==> src/rtl/logic_pipe.sv <==
// logic_pipe: elastic DEPTH-stage pipeline around an eight-function bitwise logic unit.
// Valid/ready handshakes on both sides; bubbles compact under backpressure; counts delivered results.
module logic_pipe #(
    parameter int WIDTH = 8,
    parameter int DEPTH = 2,
    parameter int CNT_W = 16
) (
    input  logic             clk,
    input  logic             rst,
    input  logic             in_valid,
    output logic             in_ready,
    input  logic [WIDTH-1:0] in_a,
    input  logic [WIDTH-1:0] in_b,
    input  logic [2:0]       in_op,
    output logic             out_valid,
    input  logic             out_ready,
    output logic [WIDTH-1:0] out_data,
    output logic [CNT_W-1:0] out_count
);
    localparam logic [2:0] OP_NOT_A = 3'd0;
    localparam logic [2:0] OP_AND   = 3'd1;
    localparam logic [2:0] OP_OR    = 3'd2;
    localparam logic [2:0] OP_XOR   = 3'd3;
    localparam logic [2:0] OP_NAND  = 3'd4;
    localparam logic [2:0] OP_NOR   = 3'd5;
    localparam logic [2:0] OP_XNOR  = 3'd6;
    localparam logic [2:0] OP_PASS  = 3'd7;

    logic [WIDTH-1:0] func_result;
    logic [DEPTH-1:0] v_reg;
    logic [DEPTH-1:0] v_next;
    logic [DEPTH-1:0] adv;
    logic [WIDTH-1:0] d_reg  [DEPTH];
    logic [WIDTH-1:0] d_next [DEPTH];
    logic [CNT_W-1:0] count_reg;
    logic [CNT_W-1:0] count_next;
    logic             out_fire;

    always_comb begin
        func_result = in_a;
        case (in_op)
            OP_NOT_A: func_result = ~in_a;
            OP_AND:   func_result = in_a & in_b;
            OP_OR:    func_result = in_a | in_b;
            OP_XOR:   func_result = in_a ^ in_b;
            OP_NAND:  func_result = ~(in_a & in_b);
            OP_NOR:   func_result = ~(in_a | in_b);
            OP_XNOR:  func_result = ~(in_a ^ in_b);
            OP_PASS:  func_result = in_a;
            default:  func_result = in_a;
        endcase
    end

    // A stage may advance if its downstream neighbour advances or it holds nothing,
    // so any empty slot ahead lets everything behind it move up.
    always_comb begin
        adv = '0;
        adv[DEPTH-1] = out_ready | ~v_reg[DEPTH-1];
        for (int s = DEPTH - 2; s >= 0; s--) begin
            adv[s] = adv[s+1] | ~v_reg[s];
        end
    end

    genvar gi;
    generate
        for (gi = 0; gi < DEPTH; gi++) begin : g_stage
            if (gi == 0) begin : g_head
                assign v_next[gi] = adv[gi] ? in_valid    : v_reg[gi];
                assign d_next[gi] = adv[gi] ? func_result : d_reg[gi];
            end else begin : g_body
                assign v_next[gi] = adv[gi] ? v_reg[gi-1] : v_reg[gi];
                assign d_next[gi] = adv[gi] ? d_reg[gi-1] : d_reg[gi];
            end
        end
    endgenerate

    assign out_fire   = v_reg[DEPTH-1] & out_ready;
    assign count_next = out_fire ? count_reg + CNT_W'(1) : count_reg;

    always_ff @(posedge clk) begin
        if (rst) begin
            v_reg     <= '0;
            count_reg <= '0;
            for (int s = 0; s < DEPTH; s++) begin
                d_reg[s] <= '0;
            end
        end else begin
            v_reg     <= v_next;
            d_reg     <= d_next;
            count_reg <= count_next;
        end
    end

    assign in_ready  = adv[0];
    assign out_valid = v_reg[DEPTH-1];
    assign out_data  = d_reg[DEPTH-1];
    assign out_count = count_reg;

endmodule

==> config.mk <==
export PLATFORM = sky130hd
export DESIGN_NAME = logic_pipe
export DESIGN_NICKNAME = d
export VERILOG_FILES = /design/src/rtl/logic_pipe.sv
export SDC_FILE = /design/constraint.sdc
export NUM_CORES = 1
export LEC_CHECK = 0
export CAP_MARGIN = 20
export CORE_MARGIN = 2
export CORE_UTILIZATION = 39
export DETAILED_ROUTE_END_ITERATION = 10
export PLACE_DENSITY = 0.63
export SYNTH_ARGS = -nofsm -noshare
export SYNTH_HDL_FRONTEND = slang
export SYNTH_SLANG_ARGS = --single-unit
export TNS_END_PERCENT = 5
==> constraint.sdc <==
create_clock -name clk -period 3.7 [get_ports clk]
set_clock_uncertainty 0.1 [all_clocks]
set_input_delay 0.925 -clock clk [delete_from_list [all_inputs] [get_ports clk]]
set_output_delay 0.925 -clock clk [all_outputs]
set_load 0.02 [all_outputs]
==> flow_metrics.tcl, run 1 <==
set metrics [dict create \
    outcome "finished, final reports clean" \
    htree_levels 2 \
    synth_fp_nets 320 \
    swShare 0.256 \
    min_period_ps 3500 \
    gp_congestion 0.796 \
    power_density_nw_per_um2 291 \
    drc 0 \
    setup.worst_path.class "in2out" \
    io_pins 49 \
    grt_antenna_before_repair 0 \
    cts_root_buffer "clkbuf_8" \
    die_area_um2 6240 \
    fp.dieW_um 79.0 \
    coreArea_um2 5470 \
    dp_worst_setup_slack_ps 198 \
    final_cell_mix "clkdlybuf4s50_1 (48), dfxtp_1 (34), nand2_1 (32), nor2_1 (22), inv_1 (21)" \
    cp-start-kind "primary input" \
    cp_max_fo 2 \
    wl_per_cell_um 12.2 \
    dp_hpwl_um 3630 \
    ys_async_sr_fraction 0 \
    maxCapViolCount 0 \
    numCtsBuffers 5 \
    vias 1995 \
    yosys-top-cells-area "dfxtp_1 (31%), ha_1 (9.7%), nand2_1 (5.5%), a21oi_1 (4.3%), nor2_1 (3.8%)" \
    p_leak_uw 0.00112 \
    synth_top_area_frac 0.311 \
    cts_tree "built" \
    avgSynthCellArea_um2 7.83 \
    worst_pin_slew_ps 895 \
    final_common_cell "clkdlybuf4s50_1" \
    cts_resized 0 \
    seqPwrFrac 0.483 \
    cpPeakStageDelay_ps 600 \
    clk_latency_ps 280 \
    io_buffers 48 \
    synth_ff_type "dfxtp_1" \
    path_common_cell "clkdlybuf4s50_1" \
    arrival_ps 2480 \
    combPwrFrac 0.193 \
    synth-edff-count 0 \
    grt_pass1_vias 1816 \
    cts.path.max_buffers 2 \
    die_y_um 79.0 \
    synth_area_um2 2190 \
    synth_area_leader_cell "dfxtp_1" \
    slew_headroom 0.401 \
    synth-seq-cells 34 \
    p_sw_uw 207 \
    yosys_warnings 0 \
    nets 359 \
    synth_seq_area_share 0.311 \
    worst_slack_ps 197 \
    first_iter_violations 70 \
    initial_core_util 0.401 \
    viasPerCell 5.12 \
    rows 27 \
    period_share 0.947 \
    rsz0062_at_grt "no" \
    n_antenna_cell 0 \
    clk_pin_slew_ps 60 \
    pwr-share-clk 0.324 \
    wl_um 4750 \
    cp_cell_sequence "clkdlybuf4s50_1 -> and2b_2 -> and2_1 -> inv_2 -> clkdlybuf4s50_1" \
    min_path_type "reg2reg" \
    cts_hold_buf 0 \
    max_freq_ghz 0.285 \
    first_pass_iters 4 \
    slowest_stage "clkdlybuf4s50_1" \
    hold_viol 0 \
    cts_setup_buffers 0 \
    cp-end-kind "output port" \
    maxSlewViolCount 0 \
    grt_max_degree 26 \
    grt_pass1_wl_um 8020 \
    p_int_uw 603 \
    synthDistinctLibCells 45 \
    largest_reg_flops 16 \
    syn-instance-count 280 \
    drive_gt1_frac 0.0629 \
    grt.total_usage 0.157 \
    setup_viol 0 \
    cp.required_ps 2670 \
    ir_drop_mv 0.143 \
    grt_overflow 0 \
    area_growth_syn_to_layout_pct 27.1 \
    ant_nets 0 \
    cts.sinks 34 \
    fin_tns_setup_ps 0 \
]
-- metrics by stage --
| step | hold slack, ps | total power [uW] | utilization | cell area, um2 | std cells |
|---|---|---|---|---|---|
| floorplan | 332 | 498 | - | 2190 | 280 |
| global placement | 340 | 553 | 0.494 | 2700 | 384 |
| detailed placement | 349 | 556 | 0.494 | 2700 | 384 |
| CTS | 357 | 821 | 0.509 | 2790 | 390 |
| global route | 373 | 854 | 0.509 | 2790 | 390 |
| finish | 353 | 810 | 0.509 | 2790 | 390 |
-- worst max-delay path, delay by kind of cell --
kind	cells	cell delay (ps)
buffers and inverters	3	1150
and+or+nand+nor	2	400
-- power groups by stage --
stage	Clock, uW	Combinational [uW]	Sequential (uW)
6_report	262	156	391
3_3_place_gp	0	154	399
2_1_floorplan	0	99.7	398
3_5_place_dp	0	157	399
5_1_grt	287	174	393
4_1_cts	272	157	391
-- cell type report --
type / count / area [um2]
fill: 546 / 2690
clock buffer: 6 / 82.6
timing repair buffer: 57 / 548
multi-input combinational: 198 / 1300
tap: 72 / 90.1
inverter: 23 / 86.3
sequential: 34 / 681
-- cell usage after synthesis, types with 6 or more instances --
cell,n
nor2b_1,7
buf_4,8
a21oi_1,19
a211oi_1,8
clkbuf_1,14
o21ai_0,15
nor2_1,22
nand2_1,32
inv_1,21
a311oi_1,6
xor2_1,6
dfxtp_1,34
nand2b_1,7
ha_1,17
-- cell families after synthesis --
logic type                 after synthesis  share of synthesized area
AOI/OAI and AO/OA                       70                      0.216
xor gates and xnor gates                 9                     0.0360
adders and majority gates               17                     0.0970
buffers and inverters                   48                     0.0970
DFF                                     34                      0.311
muxes                                    5                     0.0228
and+or+nand+nor                         97                      0.221
-- worst paths after layout --
kind / slack [ps] / to / cells after the start / start
worst max register to register: 1750 / out_count[15] / 4 / v_reg[1]
worst max-delay path: 200 / in_ready / 5 / out_ready
worst min-delay path: 350 / out_data[7] / 2 / out_data[7]
worst min register to register: 350 / out_data[7] / 2 / out_data[7]
-- metal layers --
| layer | track usage | share of wire |
|---|---|---|
| met1 | 0.198 | 0.48 |
| met2 | 0.264 | 0.47 |
| met3 | 0.0330 | 0.039 |
| met4 | 0.0603 | 0.015 |
| met5 | 0 | 0 |
Power figures use the tool's default switching activity.
==> run 2: changes to the inputs <==
--- a/config.mk
+++ b/config.mk
@@ -9,6 +9,7 @@
 export CORE_MARGIN = 2
 export CORE_UTILIZATION = 39
 export DETAILED_ROUTE_END_ITERATION = 10
+export HOLD_SLACK_MARGIN = 0.1
 export PLACE_DENSITY = 0.63
 export SYNTH_ARGS = -nofsm -noshare
 export SYNTH_HDL_FRONTEND = slang
==> results of run 2 <==
Final layout, timing and power as in run 1 (identical DEF).
==> run 3: changes to the inputs <==
--- a/config.mk
+++ b/config.mk
@@ -6,7 +6,7 @@
 export NUM_CORES = 1
 export LEC_CHECK = 0
 export CAP_MARGIN = 20
-export CORE_MARGIN = 2
+export CORE_MARGIN = 1
 export CORE_UTILIZATION = 39
 export DETAILED_ROUTE_END_ITERATION = 10
 export HOLD_SLACK_MARGIN = 0.1
==> run 3 against run 2 <==
Via count barely moved. Cell count did not move. Sequential power barely moved. Sequential share of layout area fell by 0.055 points. Fmax barely moved. Global-route usage rose by 1.3 points. Register-to-register slack barely moved. Utilization rose by 2.1 points. Power rose by 1.5%. Critical endpoint unchanged. Largest power group unchanged.
==> flow_metrics.tcl, run 3 (same netlist as run 1, synthesis figures left out) <==
set metrics [dict create \
    grt_overflow 0 \
    die_area_um2 5920 \
    rsz0062_at_grt "no" \
    min_path_type "reg2reg" \
    cpPeakStageDelay_ps 590 \
    htree_levels 2 \
    maxSlewViolCount 0 \
    slew_headroom 0.581 \
    cts_resized 0 \
    ant_nets 0 \
    final_common_cell "clkdlybuf4s50_1" \
    wl_per_cell_um 12.2 \
    final_cell_mix "clkdlybuf4s50_1 (48), dfxtp_1 (34), nand2_1 (32), nor2_1 (22), inv_1 (21)" \
    grt.total_usage 0.171 \
    drc 0 \
    fp.dieW_um 77.0 \
    period_share 0.947 \
    wl_um 4760 \
    first_pass_iters 4 \
    coreArea_um2 5270 \
    viasPerCell 5.11 \
    clk_pin_slew_ps 70 \
    power_density_nw_per_um2 294 \
    arrival_ps 2480 \
    nets 359 \
    cts_root_buffer "clkbuf_8" \
    dp_hpwl_um 3610 \
    cts.sinks 34 \
    path_common_cell "clkdlybuf4s50_1" \
    cp.required_ps 2670 \
    cp-start-kind "primary input" \
    max_freq_ghz 0.285 \
    ir_drop_mv 0.155 \
    fin_tns_setup_ps 0 \
    cts_tree "built" \
    fin_area_um2 2790 \
    largest_reg_flops 16 \
    setup.worst_path.class "in2out" \
    cts.path.max_buffers 2 \
    grt_pass1_vias 1836 \
    initial_core_util 0.416 \
    die_y_um 77.0 \
    cp-end-kind "output port" \
    gp_congestion 0.735 \
    io_buffers 48 \
    cts_hold_buf 0 \
    outcome "finished, final reports clean" \
    min_period_ps 3510 \
    maxCapViolCount 0 \
    slowest_stage "clkdlybuf4s50_1" \
    hold_viol 0 \
    grt_pass1_wl_um 8170 \
    setup_viol 0 \
    final_core_util 0.530 \
    numCtsBuffers 5 \
    cts_setup_buffers 0 \
    area_growth_syn_to_layout_pct 27.4 \
    p_leak_uw 0.00113 \
    worst_pin_slew_ps 626 \
    grt_antenna_before_repair 0 \
    dp.cells 382 \
    path_delay_family "buffers and inverters" \
    worst_slack_ps 195 \
    clk_latency_ps 280 \
    io_pins 49 \
    rows 26 \
    grt_max_degree 24 \
    first_iter_violations 45 \
    cp_max_fo 2 \
    final_cells 390 \
    worst-path-buf-inv 3 \
    n_antenna_cell 0 \
    vias 1994 \
    cp_cell_sequence "clkdlybuf4s50_1 -> and2b_2 -> and2_1 -> inv_2 -> clkdlybuf4s50_1" \
    drive_gt1_frac 0.0656 \
    dp_worst_setup_slack_ps 181 \
    placedInstanceArea_um2 2700 \
]
==> run 3: changes by cell type in the layout (fill, tap and decap cells not counted), sizes merged <==
cell and delta:
clkinv +1, clkbuf +1
==> run 3: layer usage <==
| metal | vias to the layer above | routed length [um] | GRT usage |
|---|---|---|---|
| met5 | - | 0 | 0 |
| met4 | 0 | 44 | 0.0566 |
| met3 | 2 | 187 | 0.0393 |
| met2 | 43 | 2150 | 0.287 |
| met1 | 900 | 2380 | 0.214 |
| li1 | 1049 | - | - |
==> run 3: area by class of cell <==
class / instances / area (um2)
multi-input cells: 198 / 1300
clock inverters: 1 / 5.00
fillers: 541 / 2480
flip-flops and latches: 34 / 681
inverters: 23 / 86.3
repair buffers: 57 / 548
clock buffers: 7 / 86.3
well taps: 70 / 87.6
==> run 3: worst reg2reg max path, delay by kind of cell (launching register included) <==
family	cells	cell delay, ps
DFF	1	460
AOI/OAI and AO/OA	1	130
and+or+nand+nor	3	1210
==> run 3: final timing paths <==
path | start | end | slack, ps | cells past startpoint
worst max-delay path | out_ready | in_ready | 190 | 5
worst min-delay path | out_data[4] | out_data[4] | 350 | 2
worst max register to register | v_reg[1] | out_count[15] | 1740 | 4
worst min register to register | out_data[4] | out_data[4] | 350 | 2
==> run 3: stage by stage <==
step                      hold slack, ps  power [uW]
final                                349         822
after global routing                 380         871
after CTS                            354         833
after detailed placement             346         556
after global placement               340         554
after floorplan                      332         498
==> run 3: power by group <==
group	internal [uW]	switching [uW]
clock network	150	125
logic	77.8	77.6
registers	382	9.82
total	609	213
